File: src/rtl/vdas_cmd_pkg.sv
// Shared opcodes, FSM state type and instruction-length rule for the VDAS command decoder.
// Latency: n/a (declarations only).
// Backpressure: n/a.
package vdas_cmd_pkg;

    localparam logic [2:0] OP_ACTIVATE   = 3'b000;
    localparam logic [2:0] OP_SETDIGITAL = 3'b001;
    localparam logic [2:0] OP_SETANALOG  = 3'b010;
    localparam logic [2:0] OP_DOUT_BULK  = 3'b011;
    localparam logic [2:0] OP_STATUS     = 3'b100;
    localparam logic [2:0] OP_CLEAR_ERR  = 3'b111;

    typedef enum logic [2:0] {
        IDLE    = 3'd0,
        COLLECT = 3'd1,
        EXEC    = 3'd2,
        RESP0   = 3'd3,
        RESP1   = 3'd4
    } state_t;

    // Instruction length in bytes is a function of the opcode only.
    function automatic logic [1:0] op_len(input logic [2:0] op);
        return (op == OP_SETANALOG || op == OP_DOUT_BULK) ? 2'd3 : 2'd1;
    endfunction

endpackage

File: src/rtl/cmd_timeout_ctr.sv
// Idle-cycle counter that flags when a partial instruction has waited too long.
// Latency: expired is combinational, high on the TIMEOUT_CYC-th consecutive enabled cycle.
// Backpressure: none; clr has priority over en.
module cmd_timeout_ctr #(
    parameter int TIMEOUT_CYC = 1000000
) (
    input  logic clk,
    input  logic rst_n,
    input  logic clr,
    input  logic en,
    output logic expired
);

    localparam int CW = $clog2(TIMEOUT_CYC + 1);

    logic [CW-1:0] count;

    // Count enabled cycles, saturating at TIMEOUT_CYC; any clear restarts the window.
    always_ff @(posedge clk or negedge rst_n) begin
        if (!rst_n) begin
            count <= '0;
        end else if (clr) begin
            count <= '0;
        end else if (en && count != CW'(TIMEOUT_CYC)) begin
            count <= count + CW'(1);
        end
    end

    // The cycle that would bring the count to TIMEOUT_CYC is the one that gives up.
    assign expired = en && !clr && (count == CW'(TIMEOUT_CYC - 1));

endmodule

File: src/rtl/cmd_decoder.sv
// Pops 1/3-byte host instructions from the RX FIFO, executes them on the enable/GPIO/DAC registers, queues status replies.
// Latency: outputs update on the edge ending the cycle after the last byte is popped; aout_strobe follows for one cycle.
// Backpressure: pops only while RX non-empty in IDLE/COLLECT; replies stall indefinitely while tx_full.
module cmd_decoder
    import vdas_cmd_pkg::*;
#(
    parameter int N_MODS      = 5,
    parameter int N_DOUT      = 8,
    parameter int N_AOUT      = 2,
    parameter int AOUT_W      = 12,
    parameter int TIMEOUT_CYC = 1000000
) (
    input  logic                     clk,
    input  logic                     rst_n,
    input  logic [7:0]               rx_data,
    input  logic                     rx_empty,
    output logic                     rx_pop,
    output logic [7:0]               tx_data,
    input  logic                     tx_full,
    output logic                     tx_push,
    output logic [N_MODS-1:0]        activemods,
    output logic [N_DOUT-1:0]        dout,
    output logic [N_AOUT*AOUT_W-1:0] aout,
    output logic [N_AOUT-1:0]        aout_strobe,
    output logic                     err
);

    state_t      state;
    logic [7:0]  byte0;
    logic [7:0]  byte1;
    logic [7:0]  byte2;
    logic        got1;
    logic        armed;
    logic        to_en;
    logic        to_clr;
    logic        to_expired;
    logic [2:0]  op;
    logic [15:0] analog_val;
    logic [15:0] bulk_val;
    logic        mod_ok;
    logic        dig_ok;
    logic        ch_ok;

    assign op         = byte0[7:5];
    assign analog_val = {byte1, byte2};
    assign bulk_val   = {byte2, byte1};
    assign mod_ok     = int'(byte0[3:0]) < N_MODS;
    assign dig_ok     = int'(byte0[4:1]) < N_DOUT;
    assign ch_ok      = int'(byte0[4:0]) < N_AOUT;

    // armed holds pops off until the first clock after reset release, so nothing
    // is consumed while rst_n is low even though state already reads IDLE.
    assign rx_pop  = armed && !rx_empty && (state == IDLE || state == COLLECT);
    assign tx_push = (state == RESP0 || state == RESP1) && !tx_full;

    // Reply bytes: zero-extended module enables, then the error flag in the MSB.
    always_comb begin
        tx_data = 8'h00;
        if (state == RESP0) begin
            tx_data = 8'(activemods);
        end else if (state == RESP1) begin
            tx_data = {err, 7'b0};
        end
    end

    assign to_en  = (state == COLLECT) && rx_empty;
    assign to_clr = (state != COLLECT) || rx_pop;

    cmd_timeout_ctr #(
        .TIMEOUT_CYC(TIMEOUT_CYC)
    ) u_timeout (
        .clk     (clk),
        .rst_n   (rst_n),
        .clr     (to_clr),
        .en      (to_en),
        .expired (to_expired)
    );

    // Instruction sequencing: gather bytes, run one EXEC cycle, then emit replies if any.
    always_ff @(posedge clk or negedge rst_n) begin
        if (!rst_n) begin
            state <= IDLE;
            byte0 <= 8'h00;
            byte1 <= 8'h00;
            byte2 <= 8'h00;
            got1  <= 1'b0;
            armed <= 1'b0;
        end else begin
            armed <= 1'b1;
            case (state)
                IDLE: begin
                    if (rx_pop) begin
                        byte0 <= rx_data;
                        got1  <= 1'b0;
                        state <= (op_len(rx_data[7:5]) == 2'd1) ? EXEC : COLLECT;
                    end
                end
                COLLECT: begin
                    if (rx_pop) begin
                        if (!got1) begin
                            byte1 <= rx_data;
                            got1  <= 1'b1;
                        end else begin
                            byte2 <= rx_data;
                            state <= EXEC;
                        end
                    end else if (to_expired) begin
                        state <= IDLE;
                    end
                end
                EXEC:    state <= (op == OP_STATUS) ? RESP0 : IDLE;
                RESP0:   if (!tx_full) state <= RESP1;
                RESP1:   if (!tx_full) state <= IDLE;
                default: state <= IDLE;
            endcase
        end
    end

    // Register updates: exactly one instruction applied per EXEC; timeout also raises err.
    always_ff @(posedge clk or negedge rst_n) begin
        if (!rst_n) begin
            activemods  <= '0;
            dout        <= '0;
            aout        <= '0;
            aout_strobe <= '0;
            err         <= 1'b0;
        end else begin
            aout_strobe <= '0;
            if (state == COLLECT && !rx_pop && to_expired) begin
                err <= 1'b1;
            end
            if (state == EXEC) begin
                case (op)
                    OP_ACTIVATE: begin
                        if (mod_ok) begin
                            for (int i = 0; i < N_MODS; i++) begin
                                if (byte0[3:0] == i[3:0]) activemods[i] <= byte0[4];
                            end
                        end else begin
                            err <= 1'b1;
                        end
                    end
                    OP_SETDIGITAL: begin
                        if (dig_ok) begin
                            for (int i = 0; i < N_DOUT; i++) begin
                                if (byte0[4:1] == i[3:0]) dout[i] <= byte0[0];
                            end
                        end else begin
                            err <= 1'b1;
                        end
                    end
                    OP_SETANALOG: begin
                        if (ch_ok) begin
                            for (int i = 0; i < N_AOUT; i++) begin
                                if (byte0[4:0] == i[4:0]) begin
                                    aout[i*AOUT_W +: AOUT_W] <= analog_val[AOUT_W-1:0];
                                    aout_strobe[i]           <= 1'b1;
                                end
                            end
                        end else begin
                            err <= 1'b1;
                        end
                    end
                    OP_DOUT_BULK: dout <= bulk_val[N_DOUT-1:0];
                    OP_STATUS:    begin end
                    OP_CLEAR_ERR: err <= 1'b0;
                    default:      err <= 1'b1;
                endcase
            end
        end
    end

endmodule

File: config.mk
export PLATFORM = sky130hd
export DESIGN_NAME = cmd_decoder
export DESIGN_NICKNAME = d
export VERILOG_FILES = /design/src/rtl/vdas_cmd_pkg.sv /design/src/rtl/cmd_timeout_ctr.sv /design/src/rtl/cmd_decoder.sv
export SDC_FILE = /design/constraint.sdc
export NUM_CORES = 1
export LEC_CHECK = 0
export ABC_CLOCK_PERIOD_IN_PS = 4300
export CAP_MARGIN = 5
export CORE_MARGIN = 3
export CORE_UTILIZATION = 50
export CTS_BUF_LIST = sky130_fd_sc_hd__clkbuf_8
export DETAILED_ROUTE_END_ITERATION = 8
export HOLD_SLACK_MARGIN = 0.1
export PLACE_DENSITY = 0.78
export SETUP_SLACK_MARGIN = 0.1
export SYNTH_ARGS = -nofsm -noshare
export SYNTH_HDL_FRONTEND = slang
export SYNTH_SLANG_ARGS = --single-unit
File: constraint.sdc
create_clock -name clk -period 4.3 [get_ports clk]
set_input_delay 1.075 -clock clk [delete_from_list [all_inputs] [get_ports clk]]
set_output_delay 1.075 -clock clk [all_outputs]
set_load 0.05 [all_outputs]
==> flow_summary.toml <==
[status]
status = "completed"

[setup_path]
reg2regPathDepth = 4
timing.rr.end = "aout[22]$_DFFE_PN0P_"
cp-end-kind = "output pin"
arrival_ns = 2.46
start_kind = "primary input"
timing.rr.start = "byte0[1]$_DFFE_PN0P_"
rrSetupSlack_ns = 1.98
crit_path_max_fanout = 4
worst-setup-path-type = "primary input to output pin"
required_ns = 3.22

[pwr]
cellLeakagePower_nw = 2.21
peakVddDrop_mv = 0.461
p_per_area_nw_per_um2 = 587

[synthesis]
syn_area_per_cell_um2 = 11.6
synth_area_leader_cell = "dfrtp_1"
yosys_most_used_dff = "dfrtp_1"
yosysSeqAreaShare_pct = 52.0
synth_compound_gate_area_share_pct = 8.80
synth_area_leaders = "dfrtp_1 52%, mux2_2 11%, mux2_4 3.2%"
ys_ff_latch = 89
synth_edf_count = 0
synth_top_family_by_area = "simple AND/OR/NAND/NOR gates"
synth_xor_area_share_pct = 1.23
yosys.area_share.simple_pct = 17.0
synth_mux_area_share_pct = 16.1
yosys.cell_types.count = 57
ys_warn_count = 0
synth_cells = 370
syn_area_um2 = 4280
synth-async-reset-ratio_pct = 100
synth_fa_ha_area_share_pct = 0.585
netlist.area_leader.share_pct = 52.0

[grt]
antenna_found_initial = 0
busiest_layer = "met2"
met3_usage_pct = 5.02
grt_start_max_net_pins = 72
grt_pass1_wl_mm = 15.2
grt_use_met1_pct = 25.4
met2_usage_pct = 31.9
grt.overflow.total = 0
track_usage_pct = 19.4
first_global_vias = 3052

[sta]
hold_violations = 0
finClkSkew_ns = 0.0158
fin_crit_sh_pct = 82.1
setup_ws_ns = 0.770
worst_slew_margin_rel_pct = 41.4
drv_slew = 0
rsz0062_at_grt = "no"
tightest_slew_ns = 0.879
fmax_mhz = 283
fin_crit_ns = 3.53
fin_tns_setup_ns = 0
setup_viol = 0

[route]
ant_nets = 0
via_count = 3031
routed_wl_mm = 8.83
drc_errors = 0
dr.pass1.iters = 4
drt-initial-drc-count = 130
wire_per_inst_um = 16.6
vias_per_cell = 5.70

[cells_and_area]
areaGrowthSynthToFinish_pct = 19.1
drive_above_1_share_pct = 19.0
n_fill_cell = 676
post-route-util_pct = 61.7
fin_area_um2 = 5100
n_antenna_cell = 0
num-nets-final = 436

[clock_network]
clk_pin_slew_ns = 0.08
cts-resized-gates = 0
clock_sinks = 89
ctsHtreeMaxLevel = 3
cts-root-buf = "clkbuf_8"
cts_inserted_buffers = 9
clkLatencyLatePin_ns = 0.37
cts_tree = "done"
holdBufCountCts = 0
clockBufferDepth = 2
postCtsSetupRepairBufs = 0

[placed_design]
dp_hpwl_mm = 6.15
dpl-instance-area_um2 = 4910
gp_congestion = 0.831
dp_slack_ns = 0.765
portBuffers = 59

[die]
die_area_um2 = 9700
initial_utilization_pct = 51.8
rows = 33
dieWidth_um = 98.5
pin_count = 62
die_h_um = 98.5
core_area_um2 = 8260

[min_path]
holdPathEnd = "u_timeout.count[19]$_DFFE_PN0P_"
min_from = "u_timeout.count[19]$_DFFE_PN0P_"
hold_path_class = "flip-flop to flip-flop"
hold-path-cell-count = 1

[job]
cap_viol_max_count = 0
==> registers in the layout, indices dropped and copies added, names as in the netlist <==
register / count
aout: 24
u_timeout.count: 20
byte0: 8
byte1: 8
byte2: 8
dout: 8
activemods: 5
state: 3
aout_strobe: 2
armed: 1
err: 1
got1: 1
==> metal layers <==
metal  vias to the layer above  part of all wire, %
li1                       1435                    -
met1                      1524                   43
met2                        67                   51
met3                         5                  4.9
met4                         0                 0.88
met5                         -                    0
==> power breakdown <==
part	leakage (nW)	switching, mW	internal (mW)
registers	1.17	0.273	1.05
logic	0.941	0.658	0.463
clock network	0.0983	0.324	0.222
==> area by class of cell <==
| cell class | count | area, um^2 | share of cell area [%] |
|---|---|---|---|
| inverter | 16 | 60.1 | 1.18 |
| timing repair buffer | 61 | 613 | 12.0 |
| clock buffer | 9 | 124 | 2.43 |
| sequential | 89 | 2230 | 43.7 |
| tap | 105 | 131 | 2.58 |
| multi-input combinational | 245 | 1880 | 36.9 |
| clock inverter | 7 | 58.8 | 1.15 |
==> Yosys cell counts, types with 2 or more instances <==
library cell,count
nor3_1,8
mux2i_1,7
nand4_1,6
o31ai_1,5
dfrtp_1,89
xnor2_1,2
nand4b_1,2
inv_1,16
nor2b_1,2
or3b_2,4
or4_1,6
xor2_1,4
nor4_1,4
mux2_2,42
a31oi_1,4
buf_4,2
buf_2,4
o21a_1,2
buf_6,3
a22o_1,2
and2_1,8
clkbuf_1,11
nor4bb_1,2
nand2b_1,7
o21bai_1,3
nand2_1,16
nor2_1,17
nand4bb_1,2
a21oi_1,22
mux2_4,9
nor3b_1,2
conb_1,2
a221oi_1,2
nand3_1,8
and3_1,2
and4_1,3
or3_1,4
and3b_1,2
o21ai_0,15
ha_1,2
==> cell families after synthesis <==
kind of cell | Yosys count
AND/OR/NAND/NOR | 114
flip-flops | 89
AO/OA/AOI/OAI | 61
multiplexers | 59
buffers and inverters | 37
XOR/XNOR | 6
adder cells (fa/ha/maj) | 2
other | 2
==> critical path: stages <==
cell and delay [ns]:
clkdlybuf4s50_1 0.45, nor2_1 0.12, clkdlybuf4s50_1 0.80
==> how the worst max path moves through the flow <==
stage | from | to | slack, ns | depth (start not counted)
2_1_floorplan | rx_empty | rx_pop | 0.98 | 2
3_3_place_gp | tx_full | tx_push | 0.78 | 3
3_5_place_dp | tx_full | tx_push | 0.77 | 3
4_1_cts | tx_full | tx_push | 0.76 | 3
5_1_grt | tx_full | tx_push | 0.71 | 3
6_report | tx_full | tx_push | 0.77 | 3
==> cells in the final DEF (no fill, tap or decap), drive strengths merged, types with 3 or more instances in the layout <==
cell,synthesis,final
dfrtp,89,89
clkdlybuf4s50,0,57
mux2,52,52
a21oi,22,22
inv,16,22
nor2,17,17
nand2,17,17
o21ai,15,15
clkbuf,11,9
nor3,9,9
and2,8,8
nand3,8,8
nand2b,7,7
mux2i,7,7
nand4,7,7
or4,7,7
o31ai,5,5
nor4,5,5
or3b,4,4
or3,4,4
xor2,4,4
a31oi,4,4
buf,10,4
and4,3,3
o21bai,3,3
conb,2,3
nor3b,3,3
==> stage by stage <==
stage                     total power [mW]  hold slack (ns)  cells
after CTS                             3.02            0.490    532
after global placement                2.43            0.459    516
final                                 2.99            0.482    532
after floorplan                       2.12            0.439    371
after global routing                  3.17            0.534    532
after detailed placement              2.46            0.478    516
No activity file was read; power rests on OpenSTA's default activity.
